[src/rtl/nr_pkg.sv]
// Shared width defaults, reset address and FSM encoding for the nanoRisk fetch path.
package nr_pkg;

  localparam int         PC_W_DEF     = 8;
  localparam int         INSTR_W_DEF  = 8;
  localparam logic [7:0] RESET_PC_DEF = 8'h00;

  localparam logic [0:0] ST_RUN    = 1'b0;
  localparam logic [0:0] ST_HALTED = 1'b1;

endpackage

[src/rtl/nr_skid_buf.sv]
// One-entry {pc, instr} holding buffer with valid/ready on both sides and a flush.
module nr_skid_buf
  import nr_pkg::*;
#(
  parameter int PC_W    = PC_W_DEF,
  parameter int INSTR_W = INSTR_W_DEF
) (
  input  logic               clk,
  input  logic               rst,
  input  logic               flush,
  input  logic               in_valid,
  output logic               in_ready,
  input  logic [PC_W-1:0]    in_pc,
  input  logic [INSTR_W-1:0] in_instr,
  output logic               out_valid,
  input  logic               out_ready,
  output logic [PC_W-1:0]    out_pc,
  output logic [INSTR_W-1:0] out_instr
);

  logic               valid_q, valid_d;
  logic [PC_W-1:0]    pc_q, pc_d;
  logic [INSTR_W-1:0] instr_q, instr_d;

  // A pop and a push may happen in the same cycle.
  assign in_ready  = ~valid_q | out_ready;
  assign out_valid = valid_q;
  assign out_pc    = pc_q;
  assign out_instr = instr_q;

  always_comb begin
    valid_d = valid_q;
    pc_d    = pc_q;
    instr_d = instr_q;
    if (flush) begin
      valid_d = 1'b0;
    end else if (in_valid && in_ready) begin
      valid_d = 1'b1;
      pc_d    = in_pc;
      instr_d = in_instr;
    end else if (out_ready) begin
      valid_d = 1'b0;
    end
  end

  always_ff @(posedge clk) begin
    if (rst) begin
      valid_q <= 1'b0;
      pc_q    <= '0;
      instr_q <= '0;
    end else begin
      valid_q <= valid_d;
      pc_q    <= pc_d;
      instr_q <= instr_d;
    end
  end

endmodule

[src/rtl/nr_fetch_sequencer.sv]
// Instruction-fetch sequencer: owns the PC, issues 1-cycle-latency imem reads and
// presents {pc, instr} to decode from a registered stage backed by a skid buffer.
module nr_fetch_sequencer
  import nr_pkg::*;
#(
  parameter int              PC_W     = PC_W_DEF,
  parameter int              INSTR_W  = INSTR_W_DEF,
  parameter logic [PC_W-1:0] RESET_PC = PC_W'(RESET_PC_DEF)
) (
  input  logic               clk,
  input  logic               rst,
  input  logic               branch,
  input  logic               jump,
  input  logic [PC_W-1:0]    target,
  input  logic               halt,
  output logic               imem_rd,
  output logic [PC_W-1:0]    imem_addr,
  input  logic [INSTR_W-1:0] imem_data,
  output logic               if_valid,
  input  logic               if_ready,
  output logic [PC_W-1:0]    if_pc,
  output logic [INSTR_W-1:0] if_instr
);

  logic [0:0]         state_q, state_d;
  logic [PC_W-1:0]    pc_q, pc_d;
  logic               inflight_q, inflight_d;
  logic [PC_W-1:0]    inflight_pc_q, inflight_pc_d;
  logic               out_valid_q, out_valid_d;
  logic [PC_W-1:0]    out_pc_q, out_pc_d;
  logic [INSTR_W-1:0] out_instr_q, out_instr_d;

  logic               redirect, issue, out_load;
  logic [1:0]         held;
  logic               skid_in_valid, skid_in_ready, skid_out_valid;
  logic [PC_W-1:0]    skid_out_pc;
  logic [INSTR_W-1:0] skid_out_instr;

  assign redirect = branch | jump;
  assign out_load = ~out_valid_q | if_ready;

  // Words still held after this edge if decode stalls; a read issued now lands one edge later.
  assign held  = 2'(out_valid_q) + 2'(skid_out_valid) + 2'(inflight_q) - 2'(out_valid_q & if_ready);
  assign issue = ~rst & (state_q == ST_RUN) & ~redirect & ~halt & skid_in_ready & (held < 2'd2);

  assign skid_in_valid = inflight_q & (skid_out_valid | ~out_load);

  nr_skid_buf #(
    .PC_W    (PC_W),
    .INSTR_W (INSTR_W)
  ) u_skid (
    .clk       (clk),
    .rst       (rst),
    .flush     (redirect),
    .in_valid  (skid_in_valid),
    .in_ready  (skid_in_ready),
    .in_pc     (inflight_pc_q),
    .in_instr  (imem_data),
    .out_valid (skid_out_valid),
    .out_ready (out_load),
    .out_pc    (skid_out_pc),
    .out_instr (skid_out_instr)
  );

  // A redirect kills the in-flight read (inflight_d stays 0) and empties both holding stages.
  always_comb begin
    state_d       = state_q;
    pc_d          = pc_q;
    inflight_d    = issue;
    inflight_pc_d = pc_q;
    out_valid_d   = out_valid_q;
    out_pc_d      = out_pc_q;
    out_instr_d   = out_instr_q;
    if (redirect) begin
      state_d     = ST_RUN;
      pc_d        = target;
      out_valid_d = 1'b0;
    end else begin
      if (halt) state_d = ST_HALTED;
      if (issue) pc_d = pc_q + PC_W'(1);
      if (out_load) begin
        if (skid_out_valid) begin
          out_valid_d = 1'b1;
          out_pc_d    = skid_out_pc;
          out_instr_d = skid_out_instr;
        end else if (inflight_q) begin
          out_valid_d = 1'b1;
          out_pc_d    = inflight_pc_q;
          out_instr_d = imem_data;
        end else begin
          out_valid_d = 1'b0;
        end
      end
    end
  end

  always_ff @(posedge clk) begin
    if (rst) begin
      state_q       <= ST_RUN;
      pc_q          <= RESET_PC;
      inflight_q    <= 1'b0;
      inflight_pc_q <= '0;
      out_valid_q   <= 1'b0;
      out_pc_q      <= '0;
      out_instr_q   <= '0;
    end else begin
      state_q       <= state_d;
      pc_q          <= pc_d;
      inflight_q    <= inflight_d;
      inflight_pc_q <= inflight_pc_d;
      out_valid_q   <= out_valid_d;
      out_pc_q      <= out_pc_d;
      out_instr_q   <= out_instr_d;
    end
  end

  assign imem_rd   = issue;
  assign imem_addr = pc_q;
  assign if_valid  = out_valid_q;
  assign if_pc     = out_pc_q;
  assign if_instr  = out_instr_q;

endmodule

[config.mk]
export PLATFORM = sky130hd
export DESIGN_NAME = nr_fetch_sequencer
export DESIGN_NICKNAME = d
export VERILOG_FILES = /design/src/rtl/nr_pkg.sv /design/src/rtl/nr_skid_buf.sv /design/src/rtl/nr_fetch_sequencer.sv
export SDC_FILE = /design/constraint.sdc
export NUM_CORES = 1
export LEC_CHECK = 0
export CAP_MARGIN = 10
export CORE_MARGIN = 3
export CORE_UTILIZATION = 48
export CTS_CLUSTER_DIAMETER = 120
export DETAILED_ROUTE_END_ITERATION = 10
export DONT_BUFFER_PORTS = 1
export PLACE_DENSITY = 0.64
export REMOVE_ABC_BUFFERS = 1
export SETUP_SLACK_MARGIN = 0.2
export SLEW_MARGIN = 40
export SYNTH_ARGS = -nofsm -noshare
export SYNTH_HDL_FRONTEND = slang
export SYNTH_SLANG_ARGS = --single-unit
[constraint.sdc]
create_clock -name clk -period 4.8 [get_ports clk]
set_input_delay 0.72 -clock clk [delete_from_list [all_inputs] [get_ports clk]]
set_output_delay 0.72 -clock clk [all_outputs]
set_load 0.02 [all_outputs]
# Word level (Yosys, flattened, before mapping)
# Index checks and enable logic that the tools add are counted.
totals:
  wordCells: 50
  out_inout_bits: 26
  ff_bits: 52
  input_bits: 22
  memories: 0
  latchBits: 0
  mem_bits_ro: 0
  ramBits: 0
classes:
  multipliers: 0
  order_cmp: 1
  reduce_logical: 7
  eq_ne: 0
  n_addsub: 4
  bitwise_logic: 18
  n_shift: 0
  div: 0
  n_mux: 10
ops:
  columns: ["operator", "n"]
  rows:
  - ["two-way mux 8 bit", 6]
  - ["adder 8 x 1 -> 8 bit (second input constant)", 1]
  - ["bitwise AND 1 bit", 7]
  - ["NOT 1 bit", 7]
  - ["nonzero test 2 bit", 3]
  - ["two-way mux 1 bit", 4]
  - ["OR 1 bit", 4]
  - ["AND reduction 3 bit", 1]
  - ["adder 1 x 1 -> 2 bit", 1]
  - ["adder 2 x 1 -> 2 bit", 1]
  - ["less-than comparator 2 bit (second input constant)", 1]
  - ["AND reduction 2 bit", 1]
  - ["OR reduction 2 bit", 1]
  - ["subtractor 2 x 1 -> 2 bit", 1]
  - ["logical AND 1 bit", 1]

# Longest topological paths before layout
# Gate-level depths: netlist of run 1.
depth:
  word_depth: 8
  depth_mapped: 9
  depth_no_buf: 8

# Cells and area by module
# From an unflattened synthesis of run 1, not the netlist that was laid out.
hier_totals:
  cells_unflattened: 250
  area_unflattened_um2: 2386.0
by_module_without_submodules:
  columns: ["mod", "n_inst", "area_each_um2", "seq_area_each_um2", "cells_each"]
  rows:
  - ["nr_fetch_sequencer", 1, 1604.0, 700.7, 175]
  - ["nr_skid_buf", 1, 782.0, 340.3, 75]

# Worst setup path before layout of run 1
# OpenSTA, ideal clock, no wires.
synth_timing:
  path_kind: "input port to output port"
  from: "input port if_ready"
  to: "output port imem_rd"
  path_buffers: 1
  path_slack_ns: 1.401
  stages: 8
  required_time_ns: 4.080
  t_arrival_ns: 2.679
  cell_sequence: "and2_1 > ha_1 > inv_1 > ha_1 > a21oi_1 > xnor2_1 > clkbuf_1 > nor4_1"
synth_between:
  elab_chain_cells: 4
  elab_cells_between_ends: 7
  classes_between: "add/sub: 1; order compare: 1; bitwise: 5"
synth_rtl:
  columns: ["element", "line", "rtl"]
  rows:
  - ["start: declaration", "nr_fetch_sequencer.sv:20", "input logic if_ready,"]
  - ["bitwise AND 1 bit / OR 1 bit (equally long branches)", "nr_fetch_sequencer.sv:43, nr_fetch_sequencer.sv:40", null]
  - ["subtractor 2 x 1 -> 2 bit / OR 1 bit (equally long branches)", "nr_fetch_sequencer.sv:43, nr_skid_buf.sv:26", null]
  - ["less-than comparator 2 bit / bitwise AND 1 bit (equally long branches)", "nr_fetch_sequencer.sv:44", "assign issue = ~rst & (state_q == ST_RUN) & ~redirect & ~halt & skid_in_ready & (held < 2'd2);"]
  - ["bitwise AND 1 bit (*)", "nr_fetch_sequencer.sv:44", null]
  - ["end: declaration", "nr_fetch_sequencer.sv:16", "output logic imem_rd,"]
# Every way passes the cells marked *; elsewhere a longest branch is shown, timed or not.

# Worst setup path in the final report of run 1
layout_timing:
  from: "register out_valid_q, in the netlist if_valid"
  to: "output port imem_rd"
layout_between:
  elab_chain_cells: 5
  elab_cells_between_ends: 10
  classes_between: "add/sub: 3; order compare: 1; bitwise: 6"
layout_rtl:
  columns: ["element", "line", "rtl"]
  rows:
  - ["start: declaration", "nr_fetch_sequencer.sv:29", "logic out_valid_q, out_valid_d;"]
  - ["start signal: assignment", "nr_fetch_sequencer.sv:111", "out_valid_q <= out_valid_d;"]
  - ["adder 1 x 1 -> 2 bit / NOT 1 bit (equally long branches)", "nr_fetch_sequencer.sv:43, nr_fetch_sequencer.sv:40", null]
  - ["adder 2 x 1 -> 2 bit / OR 1 bit (equally long branches)", "nr_fetch_sequencer.sv:43, nr_fetch_sequencer.sv:40", null]
  - ["subtractor 2 x 1 -> 2 bit / OR 1 bit (equally long branches)", "nr_fetch_sequencer.sv:43, nr_skid_buf.sv:26", null]
  - ["less-than comparator 2 bit / bitwise AND 1 bit (equally long branches)", "nr_fetch_sequencer.sv:44", null]
  - ["bitwise AND 1 bit (*)", "nr_fetch_sequencer.sv:44", null]
# Marks and branches as above.

==> impl_table.tex, run 1 <==
\begin{tabular}{lr}
\hline
Metric & Value \\
\hline
\multicolumn{2}{l}{\textbf{Outcome}} \\
\quad Status & finished, final reports clean \\
\multicolumn{2}{l}{\textbf{STA}} \\
\quad Clock period minus worst slack & about 3.2 ns \\
\quad Clock Skews & between 0.004 and 0.005 ns \\
\quad Final critical-path setup slack & approximately 1.6 ns \\
\quad Hold Fails Final Rpt & 0 \\
\quad Total count of max-transition violations in the final report & 0 \\
\quad Setup repair after global routing missed its margin & false \\
\quad Ratio of final minimum period to clock period & around two thirds \\
\quad Slew at the pin with the worst max-slew slack & between 0.7 and 0.8 ns \\
\quad Headroom to the max-slew limit & approximately 50\% \\
\quad Maximum clock rate & around 320 MHz \\
\quad Summed negative setup slack over all endpoints & 0 ns \\
\quad Final setup violation count & 0 \\
\multicolumn{2}{l}{\textbf{Clock tree}} \\
\quad Num Clock Sinks & 52 \\
\quad Clock tree from TritonCTS & built \\
\quad Clock insertion delay at the later pin of the skew report & $\sim$0.30 ns \\
\quad CTS Buffer Depth & 2 \\
\quad Reg clk slew, reported paths & approximately 0.09 ns \\
\quad Number of levels the H-tree was split into & 2 \\
\quad \# resized after CTS & 0 \\
\quad TritonCTS Buffers & 5 \\
\quad Count of hold-fix buffers inserted at cts & 0 \\
\quad Clk Tree Root Cell & sky130\_fd\_sc\_hd\_\_clkbuf\_8 \\
\quad Buffer count from post-CTS setup fixing & 0 \\
\multicolumn{2}{l}{\textbf{Layout}} \\
\quad Area growth from synthesis to layout & 6.57\% \\
\quad Number of fill cells in the layout & between 400 and 500 \\
\quad Non-filler instance count after layout & 295 \\
\quad \# diodes & 0 \\
\quad Nets & 267 \\
\quad Core Util, Final & between 50\% and 60\% \\
\quad Layout cells sized above 1 & $\sim$7.4\% \\
\multicolumn{2}{l}{\textbf{Logic synthesis}} \\
\quad Top-area cell type share of the netlist area & 46.7\% \\
\quad Post-Synthesis Mean Instance Area & between 8 and 9 um\^{}2 \\
\quad Most numerous cell in the Yosys netlist & sky130\_fd\_sc\_hd\_\_dfxtp\_1 \\
\quad Post-synthesis instance area & between 0.002 and 0.0025 mm\^{}2 \\
\quad Number of unique standard cell types used by synthesis & 32 \\
\quad Number of flops mapped to enable cells by yosys & 0 \\
\quad Gate Count Post-Synth & around 250 \\
\quad Yosys warns & 0 \\
\quad Commonest cells post-synth & sky130\_fd\_sc\_hd\_\_dfxtp\_1, sky130\_fd\_sc\_hd\_\_nor2\_1, sky130\_fd\_sc\_hd\_\_nand3\_1, sky130\_fd\_sc\_hd\_\_o21ai\_0 \\
\quad Top FF cell, synth & sky130\_fd\_sc\_hd\_\_dfxtp\_1 \\
\quad Fraction of the mapped netlist area in adder cells & 1.68\% \\
\quad Synth Area in XOR/XNOR & around 1.2\% \\
\quad Ranking of synthesized cells by area & sky130\_fd\_sc\_hd\_\_dfxtp\_1, sky130\_fd\_sc\_hd\_\_mux2i\_1, sky130\_fd\_sc\_hd\_\_a211oi\_1 \\
\quad FFs w/ async S/R, synth & 0\% \\
\quad Post-synthesis share of cell area spent on and, or, nand and nor gates & 20.1\% \\
\quad Sequential share of the synthesized area & 46.7\% \\
\quad Library cell occupying the most area in the post-synthesis netlist & sky130\_fd\_sc\_hd\_\_dfxtp\_1 \\
\quad Combinational family with the most area after synthesis & simple AND/OR/NAND/NOR gates \\
\quad Share of the synthesized area in compound gates (AO/OA/AOI/OAI) & 18.7\% \\
\quad Portion of netlist area occupied by mux cells & approximately 7.2\% \\
\quad Number of storage elements in the synthesis netlist & between 50 and 60 \\
\multicolumn{2}{l}{\textbf{Floorplan}} \\
\quad DIE WIDTH & $\sim$74 um \\
\quad Area inside the core boundary & about 0.0044 mm\^{}2 \\
\quad Rows & 24 \\
\quad Full die area & around 0.0055 mm\^{}2 \\
\quad Number of placed I/O pins & between 40 and 50 \\
\quad Effective utilization at floorplan & 50.5\% \\
\quad Chip Height & around 74 um \\
\multicolumn{2}{l}{\textbf{Setup path}} \\
\quad Capture point of the worst reg-to-reg path & imem\_addr[3]\$\_SDFFE\_PP0P\_ \\
\quad Data arrival, critical path & 2.45 ns \\
\quad Startpoint-to-endpoint class of the critical path & flip-flop to primary output \\
\quad Critical path data required time & slightly above 4 ns \\
\quad Kind of capture point of the worst setup path & primary output \\
\quad Beginning of the worst register-to-register path & if\_valid\$\_SDFFE\_PP0N\_ \\
\quad Critical path's most frequent cell & sky130\_fd\_sc\_hd\_\_ha\_1 \\
\quad CP startpoint kind & flip-flop \\
\quad Cell count of the worst reg-to-reg path & 9 \\
\quad Critical-path top delay cell & sky130\_fd\_sc\_hd\_\_nor4\_2 \\
\quad Cell-by-cell trace of the critical path & and2\_1, ha\_1, inv\_1, ha\_1, a21oi\_1, xnor2\_1, buf\_4, nor4\_2 \\
\quad Worst-case register-to-register setup slack & approximately 2.4 ns \\
\quad Crit-path max FO & 18 \\
\quad Peak per-stage delay on the critical path & roughly 0.52 ns \\
\multicolumn{2}{l}{\textbf{Worst hold path}} \\
\quad Worst min-delay path endpoint & u\_skid.out\_pc[0]\$\_SDFFE\_PP0P\_ \\
\quad Hold path cells & 2 \\
\quad Critical hold path startpoint & inflight\_pc\_q[0]\$\_SDFF\_PP0\_ \\
\quad Hold Path Class & flip-flop to flip-flop \\
\multicolumn{2}{l}{\textbf{Detailed routing}} \\
\quad Mean number of vias per cell & $\sim$5.8 \\
\quad Average wire per standard cell & between 15 and 20 um \\
\quad DRC violations left & 0 \\
\quad Length of the first detailed-routing pass in iterations & 4 \\
\quad DRC violation total after the first TritonRoute iteration & around 130 \\
\quad Post-DRT Antenna Nets & 0 \\
\quad Routed WL & approximately 4.4 mm \\
\quad Detailed-route via count & $\sim$1700 \\
\multicolumn{2}{l}{\textbf{GRT}} \\
\quad GRT Resource Usage Total & 17.0\% \\
\quad Number of global-route vias before repair & 1580 \\
\quad Final global-route overflow total & 0 \\
\quad Initial antenna violation count & 0 \\
\quad Global-route wire length before repair & 7.30 mm \\
\quad Largest net degree at the start of global routing & between 50 and 60 \\
\multicolumn{2}{l}{\textbf{Run}} \\
\quad Maximum Capacitance Violations & 0 \\
\multicolumn{2}{l}{\textbf{Power and ir drop}} \\
\quad Peak supply drop & around 0.00013 V \\
\quad Cell Pwr Density & between 300 and 400 mW/mm\^{}2 \\
\quad Lkg Pwr & $\sim$0.73 nW \\
\quad Final Total Pwr & between 700 and 800 uW \\
\multicolumn{2}{l}{\textbf{Place}} \\
\quad Count of buffers from port buffering & 0 \\
\quad Post-Place Cells & 287 \\
\quad Post-DP HPWL & between 2 and 3 mm \\
\quad Final weighted congestion in routability-driven placement & $\sim$0.67 \\
\quad Worst Setup Slack post-DPL & approximately 1.4 ns \\
\hline
\end{tabular}
-- layer usage --
layer,GRT usage [%],wire length [um]
met4,4.83,45
met5,0,0
met1,22.0,2040
met2,26.1,1980
met3,7.16,384
-- critical path, delay by kind of cell, from the launching register on --
family / cells / cell delay [ns]
AOI/OAI and AO/OA: 1 / 0.18
and+or+nand+nor: 2 / 0.70
buffers and inverters: 2 / 0.25
xor gates and xnor gates: 1 / 0.09
adders and majority gates: 2 / 0.43
DFF: 1 / 0.49
-- stage by stage --
stage / hold WS [ns] / cell area [um^2]
after global placement: 0.445 / 2240
after CTS: 0.462 / 2370
after detailed placement: 0.449 / 2280
final: 0.459 / 2380
after global routing: 0.458 / 2380
after floorplan: 0.437 / 2140
-- kinds of logic after synthesis --
family,after synthesis
muxes,16
buffers and inverters,23
xor gates and xnor gates,3
DFF,52
AOI/OAI and AO/OA,65
adders and majority gates,3
and+or+nand+nor,87
-- worst max-delay path by stage --
stage,from,to,slack [ns]
final,if_valid$_SDFFE_PP0N_,imem_rd,1.63
after global routing,if_valid$_SDFFE_PP0N_,imem_rd,1.42
after floorplan,if_ready,imem_rd,1.46
after global placement,if_ready,imem_rd,1.47
after detailed placement,if_ready,imem_rd,1.44
after CTS,if_valid$_SDFFE_PP0N_,imem_rd,1.39
-- cell type report --
class                   instances  area (um^2)  area share [%]
clock buffers                   8         90.1            3.79
multi-input cells             174         1110            46.8
flip-flops and latches         52         1040            43.8
well taps                      52         65.1            2.74
repair buffers                  6         56.3            2.37
inverters                       3         11.3           0.474
-- state kept, by name (all words and copies together), names as in the netlist --
signal,cells
if_valid,1
if_instr,8
u_skid.out_instr,8
u_skid.out_pc,8
inflight_q,1
state_q,1
u_skid.out_valid,1
inflight_pc_q,8
imem_addr,8
if_pc,8
-- cell usage in the layout (no fill, tap or decap), drive strengths merged, types with 3 or more instances in the layout --
| cell type | count |
|---|---|
| o31ai | 3 |
| dfxtp | 52 |
| nor4 | 8 |
| or4 | 3 |
| a21oi | 17 |
| mux2i | 16 |
| a211oi | 17 |
| o21ai | 19 |
| ha | 3 |
| nand2 | 5 |
| nor3 | 4 |
| clkbuf | 8 |
| o31a | 3 |
| a311oi | 5 |
| buf | 6 |
| inv | 3 |
| nor2b | 9 |
| nand3 | 19 |
| nor2 | 31 |
-- where the power goes --
part / total [mW] / switching, mW / internal [mW]
registers: 0.460 / 0.0187 / 0.442
clock network: 0.250 / 0.132 / 0.118
logic: 0.0338 / 0.0177 / 0.0161
total: 0.744 / 0.168 / 0.576
Note: power is estimated with default switching activity, not from simulation.
==> inputs of run 2 (changes only) <==
- clock period: 4.8 -> 3.1 ns (I/O delays scaled with it)
==> run 2 against run 1 <==
Clock power is 55% higher. First-iteration DRC count is 40% lower. Cell area is 0.53% higher. Wire length is 1.5% higher. Worst setup slack worse by 1.2 ns. Utilization is 0.28 points higher. Via count is 0.29% higher. Clock skew is 0.00061 ns higher. Final cell count is 1.0% higher. Sequential power is 55% higher.
==> impl_table.tex, run 2 (synthesis results as in run 1) <==
\begin{tabular}{lr}
\hline
Metric & Value \\
\hline
\multicolumn{2}{l}{\textbf{STA}} \\
\quad Headroom to the max-slew limit & between 60\% and 70\% \\
\quad Clock Skews & about 0.0054 ns \\
\quad Setup repair after global routing missed its margin & false \\
\quad Worst hold slack & approximately 0.23 ns \\
\quad Slew at the pin with the worst max-slew slack & 0.508 ns \\
\quad Ratio of final minimum period to clock period & between 80\% and 90\% \\
\quad Final critical-path setup slack & roughly 0.45 ns \\
\quad Total count of max-transition violations in the final report & 0 \\
\quad Maximum clock rate & about 380 MHz \\
\quad Summed negative setup slack over all endpoints & 0 ns \\
\quad Clock period minus worst slack & about 2.6 ns \\
\quad Hold Fails Final Rpt & 0 \\
\quad Final setup violation count & 0 \\
\multicolumn{2}{l}{\textbf{Layout}} \\
\quad Most frequent standard cell in the layout excluding fill and tap cells & sky130\_fd\_sc\_hd\_\_dfxtp\_1 \\
\quad Non-filler instance count after layout & $\sim$300 \\
\quad \# diodes & 0 \\
\quad Number of fill cells in the layout & approximately 420 \\
\quad Area growth from synthesis to layout & 7.13\% \\
\quad Commonest cells after routing, fill and taps aside & sky130\_fd\_sc\_hd\_\_dfxtp\_1, sky130\_fd\_sc\_hd\_\_nor2\_1, sky130\_fd\_sc\_hd\_\_o21ai\_0, sky130\_fd\_sc\_hd\_\_nand3\_1 \\
\quad Layout cells sized above 1 & 9.35\% \\
\quad Nets & 270 \\
\multicolumn{2}{l}{\textbf{Place}} \\
\quad Post-Place Cells & between 200 and 300 \\
\quad Post-DP HPWL & between 2 and 3 mm \\
\quad Final weighted congestion in routability-driven placement & approximately 0.7 \\
\quad Worst Setup Slack post-DPL & around 0.44 ns \\
\quad Count of buffers from port buffering & 0 \\
\multicolumn{2}{l}{\textbf{Worst hold path}} \\
\quad Hold Path Class & primary input to flip-flop \\
\quad Critical hold path startpoint & rst \\
\multicolumn{2}{l}{\textbf{Power and ir drop}} \\
\quad Peak supply drop & 0.000231 V \\
\quad Lkg Pwr & 0.756 nW \\
\quad Final Total Pwr & $\sim$1.2 mW \\
\quad Cell Pwr Density & 483 mW/mm\^{}2 \\
\multicolumn{2}{l}{\textbf{Setup path}} \\
\quad Critical path data required time & between 2 and 3 ns \\
\quad Critical path's most frequent cell & sky130\_fd\_sc\_hd\_\_ha\_1 \\
\quad Crit-path max FO & 4 \\
\quad Peak per-stage delay on the critical path & between 0.3 and 0.4 ns \\
\quad Startpoint-to-endpoint class of the critical path & flip-flop to primary output \\
\quad Kind of capture point of the worst setup path & primary output \\
\quad CP startpoint kind & flip-flop \\
\quad Cell-by-cell trace of the critical path & and2\_1, ha\_1, inv\_1, ha\_1, a21oi\_1, xnor2\_2, nor4\_2, buf\_4 \\
\quad Data arrival, critical path & between 2 and 2.5 ns \\
\quad Critical-path top delay cell & sky130\_fd\_sc\_hd\_\_dfxtp\_2 \\
\quad Beginning of the worst register-to-register path & if\_valid\$\_SDFFE\_PP0N\_ \\
\quad Source of the critical timing path & if\_valid\$\_SDFFE\_PP0N\_ \\
\multicolumn{2}{l}{\textbf{Detailed routing}} \\
\quad DRC violation total after the first TritonRoute iteration & 75 \\
\quad Detailed-route via count & 1730 \\
\quad DRC violations left & 0 \\
\quad Routed WL & between 4 and 5 mm \\
\quad Length of the first detailed-routing pass in iterations & 4 \\
\quad Average wire per standard cell & 15.1 um \\
\quad Mean number of vias per cell & around 5.8 \\
\quad Post-DRT Antenna Nets & 0 \\
\multicolumn{2}{l}{\textbf{Clock tree}} \\
\quad Clock tree from TritonCTS & built \\
\quad TritonCTS Buffers & 5 \\
\quad Number of levels the H-tree was split into & 2 \\
\quad Clk Tree Root Cell & sky130\_fd\_sc\_hd\_\_clkbuf\_8 \\
\quad CTS Buffer Depth & 2 \\
\quad Clock insertion delay at the later pin of the skew report & roughly 0.30 ns \\
\quad Num Clock Sinks & 52 \\
\quad Reg clk slew, reported paths & 0.09 ns \\
\multicolumn{2}{l}{\textbf{Floorplan}} \\
\quad DIE WIDTH & 74.2 um \\
\quad Chip Height & roughly 74 um \\
\quad Number of placed I/O pins & 48 \\
\quad Effective utilization at floorplan & 50.5\% \\
\quad Area inside the core boundary & 0.00441 mm\^{}2 \\
\quad Full die area & between 0.005 and 0.006 mm\^{}2 \\
\quad Rows & 24 \\
\multicolumn{2}{l}{\textbf{GRT}} \\
\quad Largest net degree at the start of global routing & 55 \\
\quad Global-route wire length before repair & roughly 7.7 mm \\
\quad Final global-route overflow total & 0 \\
\quad Initial antenna violation count & 0 \\
\quad GRT Resource Usage Total & between 10\% and 20\% \\
\quad Number of global-route vias before repair & about 1600 \\
\multicolumn{2}{l}{\textbf{Run}} \\
\quad Maximum Capacitance Violations & 0 \\
\multicolumn{2}{l}{\textbf{Outcome}} \\
\quad Status & finished, final reports clean \\
\hline
\end{tabular}
run 2: cell type report:
type	count	area, um^2	area share, %
multi-input combinational	174	1110	46.5
sequential	52	1040	43.6
clock buffer	6	82.6	3.46
timing repair buffer	9	67.6	2.83
tap	52	65.1	2.72
inverter	3	11.3	0.471
clock inverter	2	10.0	0.419
run 2: routing by layer:
metal | track usage (%) | up-vias | part of all wire (%)
met1 | 23.2 | 778 | 46
li1 | - | 899 | -
met5 | 0 | - | 0
met3 | 5.41 | 5 | 8.2
met4 | 6.04 | 0 | 1.2
met2 | 27.9 | 48 | 44
run 2: metrics by stage:
step | util, % | area (um^2)
6_report | 54.1 | 2390
4_1_cts | 53.8 | 2370
2_1_floorplan | - | 2140
5_1_grt | 54.1 | 2390
3_5_place_dp | 51.5 | 2270
3_3_place_gp | 51.5 | 2270
run 2: worst max-delay path: cells and delay by family (launching register included):
family	cells	cell delay, ns
flip-flops	1	0.38
adder cells (fa/ha/maj)	2	0.52
AND/OR/NAND/NOR	2	0.40
buffers and inverters	2	0.22
AO/OA/AOI/OAI	1	0.25
XOR/XNOR	1	0.13
run 2: what timing repair did:
action,CTS,global route
pin swaps,0,1
setup endpoints to repair,1,1
hold buffers,0,0
setup buffers,0,1
resized for setup,1,2
run 2: power breakdown:
| part | total, mW | internal, mW | switching [mW] |
|---|---|---|---|
| clock network | 0.388 | 0.178 | 0.209 |
| registers | 0.713 | 0.684 | 0.0291 |
| logic | 0.0520 | 0.0251 | 0.0269 |
| total | 1.15 | 0.887 | 0.265 |
run 2: final timing paths:
check                           slack [ns]                          endpoint  cells after the start
worst max-delay path                  0.45                           imem_rd                      8
worst min-delay path                  0.23  u_skid.out_instr[4]$_SDFFE_PP0P_                      1
worst max register to register        0.64         imem_addr[3]$_SDFFE_PP0P_                      9
worst min register to register        0.46     u_skid.out_pc[2]$_SDFFE_PP0P_                      2
==> inputs of run 3 (changes only) <==
- CORE_UTILIZATION: 48 -> 55
- PLACE_DENSITY: 0.64 -> 0.71
- TNS_END_PERCENT: not set -> 50
==> run 3 against run 2 <==
First-iteration DRC count grew 15%. Clock skew grew 0.0013 ns. Global-route usage up 0.15 points. Total power increased by 4.0%. Register-to-register slack better by 0.02 ns. Clock power is 12% higher. Non-clock buffer count unchanged. Clock-buffer cell count fell by 1. Combinational power grew 1%. Final cell count is 2.0% lower. Critical endpoint unchanged. Highest routed layer unchanged.
==> impl_table.tex, run 3 (synthesis results as in run 1) <==
\begin{tabular}{lr}
\hline
Metric & Value \\
\hline
\multicolumn{2}{l}{\textbf{Outcome}} \\
\quad Status & finished, final reports clean \\
\multicolumn{2}{l}{\textbf{Floorplan}} \\
\quad Chip Height & around 70 um \\
\quad DIE WIDTH & around 70 um \\
\quad Rows & 22 \\
\quad Number of placed I/O pins & 48 \\
\quad Effective utilization at floorplan & between 50\% and 60\% \\
\quad Full die area & approximately 0.0049 mm\^{}2 \\
\quad Area inside the core boundary & about 0.0038 mm\^{}2 \\
\multicolumn{2}{l}{\textbf{Setup path}} \\
\quad Critical path data required time & 2.63 ns \\
\quad Startpoint-to-endpoint class of the critical path & flip-flop to primary output \\
\quad CP startpoint kind & flip-flop \\
\quad Cell count of the worst reg-to-reg path & 9 \\
\quad Data arrival, critical path & between 2 and 2.5 ns \\
\quad Crit-path max FO & 4 \\
\quad Kind of capture point of the worst setup path & primary output \\
\multicolumn{2}{l}{\textbf{STA}} \\
\quad Worst hold slack & approximately 0.23 ns \\
\quad Final setup violation count & 0 \\
\quad Slew at the pin with the worst max-slew slack & between 0.4 and 0.5 ns \\
\quad Total count of max-transition violations in the final report & 0 \\
\quad Clock Skews & around 0.0068 ns \\
\quad Hold Fails Final Rpt & 0 \\
\quad Maximum clock rate & $\sim$380 MHz \\
\quad Ratio of final minimum period to clock period & 85.1\% \\
\quad Setup repair after global routing missed its margin & false \\
\quad Clock period minus worst slack & $\sim$2.6 ns \\
\quad Headroom to the max-slew limit & slightly below 70\% \\
\quad Summed negative setup slack over all endpoints & 0 ns \\
\multicolumn{2}{l}{\textbf{Worst hold path}} \\
\quad Hold Path Class & primary input to flip-flop \\
\quad Hold path cells & 1 \\
\multicolumn{2}{l}{\textbf{Clock tree}} \\
\quad Number of levels the H-tree was split into & 2 \\
\quad CTS Buffer Depth & 2 \\
\quad Clock tree from TritonCTS & built \\
\quad TritonCTS Buffers & 5 \\
\quad Clock insertion delay at the later pin of the skew report & around 0.29 ns \\
\quad Count of hold-fix buffers inserted at cts & 0 \\
\quad Clk Tree Root Cell & sky130\_fd\_sc\_hd\_\_clkbuf\_8 \\
\quad Num Clock Sinks & 52 \\
\quad Reg clk slew, reported paths & approximately 0.090 ns \\
\multicolumn{2}{l}{\textbf{GRT}} \\
\quad Initial antenna violation count & 0 \\
\quad Number of global-route vias before repair & 1672 \\
\quad Largest net degree at the start of global routing & 55 \\
\quad Final global-route overflow total & 0 \\
\quad GRT Resource Usage Total & between 15 and 20\% \\
\quad Global-route wire length before repair & around 7.3 mm \\
\multicolumn{2}{l}{\textbf{Layout}} \\
\quad Most frequent standard cell in the layout excluding fill and tap cells & sky130\_fd\_sc\_hd\_\_dfxtp\_1 \\
\quad Commonest cells after routing, fill and taps aside & sky130\_fd\_sc\_hd\_\_dfxtp\_1, sky130\_fd\_sc\_hd\_\_nor2\_1, sky130\_fd\_sc\_hd\_\_o21ai\_0, sky130\_fd\_sc\_hd\_\_nand3\_1 \\
\quad Nets & between 200 and 300 \\
\quad Area growth from synthesis to layout & 6.90\% \\
\quad \# diodes & 0 \\
\quad Layout cells sized above 1 & 8.20\% \\
\multicolumn{2}{l}{\textbf{Detailed routing}} \\
\quad Average wire per standard cell & $\sim$15 um \\
\quad Length of the first detailed-routing pass in iterations & 4 \\
\quad Detailed-route via count & approximately 1700 \\
\quad Routed WL & between 4 and 5 mm \\
\quad Post-DRT Antenna Nets & 0 \\
\quad Mean number of vias per cell & 5.93 \\
\quad DRC violation total after the first TritonRoute iteration & 86 \\
\quad DRC violations left & 0 \\
\multicolumn{2}{l}{\textbf{Place}} \\
\quad Final weighted congestion in routability-driven placement & 0.720 \\
\quad Post-DP HPWL & $\sim$2.7 mm \\
\quad Count of buffers from port buffering & 0 \\
\multicolumn{2}{l}{\textbf{Power and ir drop}} \\
\quad Cell Pwr Density & $\sim$500 mW/mm\^{}2 \\
\quad Peak supply drop & about 0.00022 V \\
\quad Lkg Pwr & $\sim$0.75 nW \\
\multicolumn{2}{l}{\textbf{Run}} \\
\quad Maximum Capacitance Violations & 0 \\
\hline
\end{tabular}
-- run 3: cell types whose count changed in the layout (fill, tap and decap cells not counted) --
cell                        change
sky130_fd_sc_hd__clkinv_2       -2
sky130_fd_sc_hd__bufinv_16      +1
sky130_fd_sc_hd__clkbuf_8       -1
sky130_fd_sc_hd__nor4_1         +1
sky130_fd_sc_hd__nor4_2         -1
-- run 3: layout make-up --
| type | count | area (um^2) |
|---|---|---|
| clock buffer | 5 | 68.8 |
| clock inverter | 1 | 30.0 |
| fill | 334 | 1390 |
| inverter | 3 | 11.3 |
| multi-input combinational | 174 | 1100 |
| sequential | 52 | 1040 |
| tap | 48 | 60.1 |
| timing repair buffer | 9 | 67.6 |
-- run 3: path summary, 6_finish.rpt --
| path | start | endpoint | slack, ns |
|---|---|---|---|
| max | if_valid$_SDFFE_PP0N_ | imem_rd | 0.46 |
| min | rst | inflight_pc_q[1]$_SDFF_PP0_ | 0.23 |
| max reg2reg | if_valid$_SDFFE_PP0N_ | imem_addr[3]$_SDFFE_PP0P_ | 0.66 |
| min reg2reg | inflight_pc_q[6]$_SDFF_PP0_ | u_skid.out_pc[6]$_SDFFE_PP0P_ | 0.46 |
-- run 3: metal layers --
layer,share of wire (%),GRT usage [%]
met1,47,21.4
met2,45,30.6
met3,6.8,6.38
met4,0.92,4.47
met5,0,0
-- run 3: metrics by stage --
step / setup WS, ns / instances / utilization, % / power, mW / cell area (um^2)
CTS: 0.241 / 291 / 63.0 / 1.21 / 2370
global route: 0.319 / 292 / 63.2 / 1.25 / 2380
floorplan: 0.132 / 229 / - / 0.766 / 2140
global placement: 0.396 / 285 / 60.2 / 0.780 / 2270
detailed placement: 0.368 / 285 / 60.2 / 0.782 / 2270
finish: 0.462 / 292 / 63.2 / 1.20 / 2380
-- run 3: where the power goes --
part	switching, mW	internal (mW)
Sequential	0.0291	0.684
Clock	0.201	0.232
Combinational	0.0273	0.0252
-- run 3: timing repair --
action | in CTS | in global routing
hold endpoints to repair | 0 | 0
setup endpoints to repair | 1 | 1
gates resized for setup | 1 | 1
pin swaps | 0 | 1
buffers inserted | 0 | 1
-- run 3: critical path: stages, from the launching register on --
cell	delay, ns
sky130_fd_sc_hd__dfxtp_2	0.37
sky130_fd_sc_hd__and2_1	0.15
sky130_fd_sc_hd__ha_1	0.27
sky130_fd_sc_hd__inv_1	0.04
sky130_fd_sc_hd__ha_1	0.26
sky130_fd_sc_hd__a21oi_1	0.23
sky130_fd_sc_hd__xnor2_2	0.11
sky130_fd_sc_hd__nor4_1	0.26
sky130_fd_sc_hd__buf_4	0.19
